**src/rtl/fp_add_controller.sv**
```systemverilog
// Control FSM for the floating-point adder datapath.
// Sequences load, alignment, add/sub, carry fix, normalization, completion.
module fp_add_controller #(
   parameter int MANT_W = 24,
   parameter int ITER_W = 5
) (
   input  logic clk,
   input  logic rst,
   input  logic start,
   input  logic eq_exp,
   input  logic lt_exp,
   input  logic gt_exp,
   input  logic lt_man,
   input  logic signA_xor_signB,
   input  logic co_sum,
   input  logic most_sig_man_R,
   input  logic or_man_R,
   output logic ld_s_A,
   output logic ld_exp_A,
   output logic ld_man_A,
   output logic ld_s_B,
   output logic ld_exp_B,
   output logic ld_man_B,
   output logic shift_man_right_A,
   output logic count_en_up_A,
   output logic shift_man_right_B,
   output logic count_en_up_B,
   output logic samesign,
   output logic sel_sign_R,
   output logic ld_s_R,
   output logic ld_exp_R,
   output logic ld_man_R,
   output logic shift_man_right_R,
   output logic count_en_up_R,
   output logic shift_man_left_R,
   output logic count_en_down_R,
   output logic ready,
   output logic done,
   output logic zero_R
);

   localparam logic [2:0] IDLE  = 3'd0;
   localparam logic [2:0] LOAD  = 3'd1;
   localparam logic [2:0] ALIGN = 3'd2;
   localparam logic [2:0] ADD   = 3'd3;
   localparam logic [2:0] CARRY = 3'd4;
   localparam logic [2:0] NORM  = 3'd5;
   localparam logic [2:0] DONE  = 3'd6;

   localparam logic [ITER_W-1:0] ITER_LAST = ITER_W'(MANT_W - 1);

   logic [2:0]        state_q;
   logic [2:0]        state_d;
   logic [ITER_W-1:0] iter_q;
   logic              zero_q;
   logic              ld_ops;
   logic              add_mag;

   assign ld_s_A   = ld_ops;
   assign ld_exp_A = ld_ops;
   assign ld_man_A = ld_ops;
   assign ld_s_B   = ld_ops;
   assign ld_exp_B = ld_ops;
   assign ld_man_B = ld_ops;

   assign add_mag = ~signA_xor_signB;

   // Next-state decode and per-state strobe generation.
   always_comb begin
      state_d           = state_q;
      ld_ops            = 1'b0;
      shift_man_right_A = 1'b0;
      count_en_up_A     = 1'b0;
      shift_man_right_B = 1'b0;
      count_en_up_B     = 1'b0;
      samesign          = 1'b0;
      sel_sign_R        = 1'b0;
      ld_s_R            = 1'b0;
      ld_exp_R          = 1'b0;
      ld_man_R          = 1'b0;
      shift_man_right_R = 1'b0;
      count_en_up_R     = 1'b0;
      shift_man_left_R  = 1'b0;
      count_en_down_R   = 1'b0;
      ready             = 1'b0;
      done              = 1'b0;
      zero_R            = 1'b0;
      case (state_q)
         IDLE: begin
            ready = 1'b1;
            if (start) state_d = LOAD;
         end
         LOAD: begin
            ld_ops  = 1'b1;
            state_d = ALIGN;
         end
         ALIGN: begin
            if (eq_exp) begin
               state_d = ADD;
            end else if (lt_exp) begin
               shift_man_right_A = 1'b1;
               count_en_up_A     = 1'b1;
            end else if (gt_exp) begin
               shift_man_right_B = 1'b1;
               count_en_up_B     = 1'b1;
            end
         end
         ADD: begin
            samesign   = add_mag;
            sel_sign_R = ~add_mag & lt_man;
            ld_s_R     = 1'b1;
            ld_exp_R   = 1'b1;
            ld_man_R   = 1'b1;
            state_d    = (add_mag & co_sum) ? CARRY : NORM;
         end
         CARRY: begin
            shift_man_right_R = 1'b1;
            count_en_up_R     = 1'b1;
            state_d           = NORM;
         end
         NORM: begin
            if (!or_man_R || most_sig_man_R || iter_q == ITER_LAST) begin
               state_d = DONE;
            end else begin
               shift_man_left_R = 1'b1;
               count_en_down_R  = 1'b1;
            end
         end
         DONE: begin
            done    = 1'b1;
            zero_R  = zero_q;
            state_d = IDLE;
         end
         default: state_d = IDLE;
      endcase
   end

   // State register, normalization counter and zero-result flag.
   always_ff @(posedge clk or negedge rst) begin
      if (!rst) begin
         state_q <= IDLE;
         iter_q  <= '0;
         zero_q  <= 1'b0;
      end else begin
         state_q <= state_d;
         if (state_q == ADD) begin
            iter_q <= '0;
            zero_q <= 1'b0;
         end else if (state_q == NORM) begin
            zero_q <= ~or_man_R;
            if (shift_man_left_R) iter_q <= iter_q + ITER_W'(1);
         end
      end
   end

endmodule

```
**config.mk**
```make
export PLATFORM = sky130hd
export DESIGN_NAME = fp_add_controller
export DESIGN_NICKNAME = d
export VERILOG_FILES = /design/src/rtl/fp_add_controller.sv
export SDC_FILE = /design/constraint.sdc
export NUM_CORES = 1
export LEC_CHECK = 0
export CAP_MARGIN = 20
export CORE_MARGIN = 5
export CORE_UTILIZATION = 39
export CTS_CLUSTER_SIZE = 28
export DETAILED_ROUTE_END_ITERATION = 10
export MAX_ROUTING_LAYER = met4
export PLACE_DENSITY = 0.86
export RECOVER_POWER = 25
export SYNTH_ARGS = -nofsm -noshare
export SYNTH_HDL_FRONTEND = slang
export SYNTH_SLANG_ARGS = --single-unit
```
**constraint.sdc**
```tcl
create_clock -name clk -period 1.8 [get_ports clk]
set_input_delay 0.18 -clock clk [delete_from_list [all_inputs] [get_ports clk]]
set_output_delay 0.18 -clock clk [all_outputs]
set_load 0.02 [all_outputs]
```
==> results_dict.tcl <==
set metrics [dict create \
    num-nets-final 123 \
    ys_seq_area_share_pct 33.9 \
    r2r-start "state_q[0]" \
    netSwitchingFraction_pct 47.1 \
    die_h_um 51.3 \
    start_kind "flip-flop" \
    reg2regPathDepth 6 \
    final_core_util_pct 60.7 \
    clk_latency_ns 0.27 \
    port_buffers 32 \
    outcome "finished clean" \
    critPathArrivalTime_ns 1.56 \
    drt_first_pass_iters 4 \
    ant_nets 0 \
    core_mm2 0.00167 \
    drv_slew 0 \
    syn_area_um2 664 \
    grt_max_degree 10 \
    remaining_drc_errors 0 \
    crit_start "iter_q[0]" \
    worstHoldPathType "input pin to async pin" \
    cts_buffer_depth 2 \
    ys.flop_type "dfrtp_1" \
    period_minus_slack_ns 1.74 \
    power.leakage_uw 0.000508 \
    grt_pass1_vias 631 \
    top_level_ports 33 \
    crit_fanout 3 \
    hold_buffers 0 \
    syn_nets 88 \
    cts_buffers 3 \
    peakVddDrop_uv 600 \
    async_reset_ff_share_pct 100 \
    cts.sinks 9 \
    routed_wl_um 1670 \
    hpwl_um 1350 \
    initial_core_util_pct 39.8 \
    cts_root_buf "clkbuf_4" \
    syn_inst 76 \
    drive_above_1_share_pct 27.3 \
    regArea_um2 226 \
    hold_viol 0 \
    post-place-ws_ns -0.0621 \
    relSlewSlack_pct 71.1 \
    critPathRequiredTime_ns 1.62 \
    h-tree-depth 1 \
    setup_slack_ns 0.0577 \
    combPwrFrac_pct 64.1 \
    antennaDiodeCount 0 \
    cts_tree "built" \
    path_cells "ha_1 -> and4b_4 -> nor3_4 -> dlygate4sd2_1" \
    multi_input_comb_area_um2 350 \
    die_area_mm2 0.00263 \
    synth_cell_types 27 \
    die_w_um 51.3 \
    path_buf_inv 1 \
    synth_edf_count 0 \
    crit_slowest_cell "dfrtp_1" \
    nFillCells 141 \
    worst_slew_pin_slew_ns 0.433 \
    grt_overflow 0 \
    clkPwrFrac_pct 12.3 \
    globalplace.congestion 0.751 \
    cp_num_cells 4 \
    skew_ns 0.00354 \
    power.density_mw_per_mm2 1360 \
    p_int_uw 731 \
    setup.worst_path.class "flip-flop to primary output" \
    fmax_mhz 574 \
    cap_violations 0 \
    worstSetupEndpoint "shift_man_left_R" \
    ys_warn_count 0 \
    ys_ff_latch 9 \
    clkTransAtPathRegs_ns 0.07 \
    reg2reg_to "iter_q[3]" \
    rsz0062_at_grt "true" \
    num_vias 620 \
    dr.first_iter.drc_count 12 \
    viasPerCell 4.88 \
    wl_per_cell_um 13.2 \
    setup_viol 0 \
    grt.total_usage_pct 14.9 \
    antenna_found_initial 0 \
    p_sw_uw 652 \
    critPathCaptureType "primary output" \
    rrSetupSlack_ns 0.38 \
    area_growth_pct 52.7 \
    grt_first_pass_wirelength_um 2860 \
    fp-row-count 15 \
    path_delay_family "flip-flops" \
    slowest_delay_ns 0.38 \
    p_seq_share_pct 23.6 \
    syn_area_per_cell_um2 8.74 \
    timing.final.crit_share_pct 96.8 \
]
==> final cells by class <==
cell class	instances	area share (%)
well taps	17	2.10
multi-input cells	49	34.5
inverters	4	1.48
repair buffers	44	37.0
clock buffers	4	2.59
flip-flops and latches	9	22.3
==> per-layer routing <==
layer | routed length, µm | share of wire, % | GRT usage (%) | vias to the layer above
met5 | 0 | 0 | - | -
met4 | 31 | 1.9 | 9.17 | 0
met3 | 58 | 3.5 | 1.75 | 3
met2 | 846 | 51 | 24.0 | 17
met1 | 737 | 44 | 17.8 | 286
li1 | - | - | - | 314
==> power by group through the flow <==
stage / logic, µW / clock network, µW / registers [µW]
3_3_place_gp: 964 / 0 / 319
3_5_place_dp: 982 / 0 / 324
5_1_grt: 963 / 182 / 337
2_1_floorplan: 613 / 0 / 319
6_report: 887 / 170 / 326
4_1_cts: 883 / 174 / 322
==> logic make-up after synthesis <==
kind of cell	after synthesis	share of synthesized area (%)
multiplexers	1	1.51
flip-flops	9	33.9
AND/OR/NAND/NOR	35	34.5
AO/OA/AOI/OAI	9	7.35
buffers and inverters	18	16.9
adder cells (fa/ha/maj)	1	1.88
XOR/XNOR	3	3.96
==> worst min path at each step <==
| stage | start | to | slack (ns) |
|---|---|---|---|
| 3_5_place_dp | zero_q | zero_q | 0.50 |
| 2_1_floorplan | rst | iter_q[0] | -0.12 |
| 5_1_grt | rst | zero_q | 0.30 |
| 4_1_cts | rst | zero_q | 0.22 |
| 3_3_place_gp | zero_q | zero_q | 0.49 |
| 6_report | rst | zero_q | 0.28 |
==> through the flow <==
step | TNS [ns] | power, µW | hold WS [ns] | instance area, µm² | cells
finish | 0 | 1380 | 0.277 | 1010 | 127
global route | -0.0636 | 1480 | 0.302 | 1010 | 127
CTS | 0 | 1380 | 0.221 | 1020 | 127
detailed placement | -0.251 | 1310 | 0.497 | 1020 | 123
global placement | -0.137 | 1280 | 0.488 | 1020 | 123
floorplan | 0 | 932 | -0.116 | 682 | 76
==> timing repair <==
item                                    CTS  global route
buffers inserted                          0             0
resized for setup                        28             9
endpoints found under the setup margin   22            12
endpoints found under the hold margin     0             0
==> cells in the mapped netlist (all sizes together), types with 2 or more instances <==
master | count | area [µm²]
buf | 14 | 97.6
dfrtp | 9 | 225
nand2 | 7 | 26.3
nor2 | 7 | 26.3
nand2b | 5 | 31.3
inv | 4 | 15.0
nor3 | 4 | 31.3
nor4 | 4 | 37.5
o21ai | 4 | 20.0
a21oi | 3 | 15.0
xnor2 | 3 | 26.3
nand3 | 2 | 10.0
==> flip-flops by register name, summed over array words and instances (netlist names) <==
| name | cells |
|---|---|
| iter_q | 5 |
| state_q | 3 |
| zero_q | 1 |
==> worst reg2reg max path, cell delays in order (launching register included) <==
cell and delay, ns:
dfrtp_1 0.37, buf_4 0.17, nand4b_4 0.12, buf_4 0.17, nor4_2 0.27, xnor2_1 0.15, nor2_1 0.05
==> layout by cell type, fill, tap and decap left out <==
master	Yosys	routed
dlygate4sd2_1	0	17
buf_4	11	12
clkdlybuf4s50_1	0	9
dfrtp_1	9	8
nor2_1	7	7
nand2_1	7	7
nand2b_1	5	5
nor3_1	3	3
nor4_2	2	3
xnor2_1	3	3
a21oi_1	3	3
clkbuf_4	0	3
clkbuf_2	0	3
inv_2	2	2
nand3_1	2	2
inv_1	2	2
o21ai_1	2	2
o21ai_0	2	2
nor3b_4	0	1
nand4b_4	1	1
and4b_4	1	1
nor3_4	1	1
and2_1	1	1
and3_1	1	1
nor4b_2	0	1
nor4_1	2	1
o21bai_1	1	1
o22ai_1	1	1
mux2i_1	1	1
ha_1	1	1
clkbuf_1	0	1
dlygate4sd3_1	0	1
clkdlybuf4s15_2	0	1
clkdlybuf4s15_1	0	1
dfrtp_2	0	1
No activity file was read; power rests on OpenSTA's default activity.
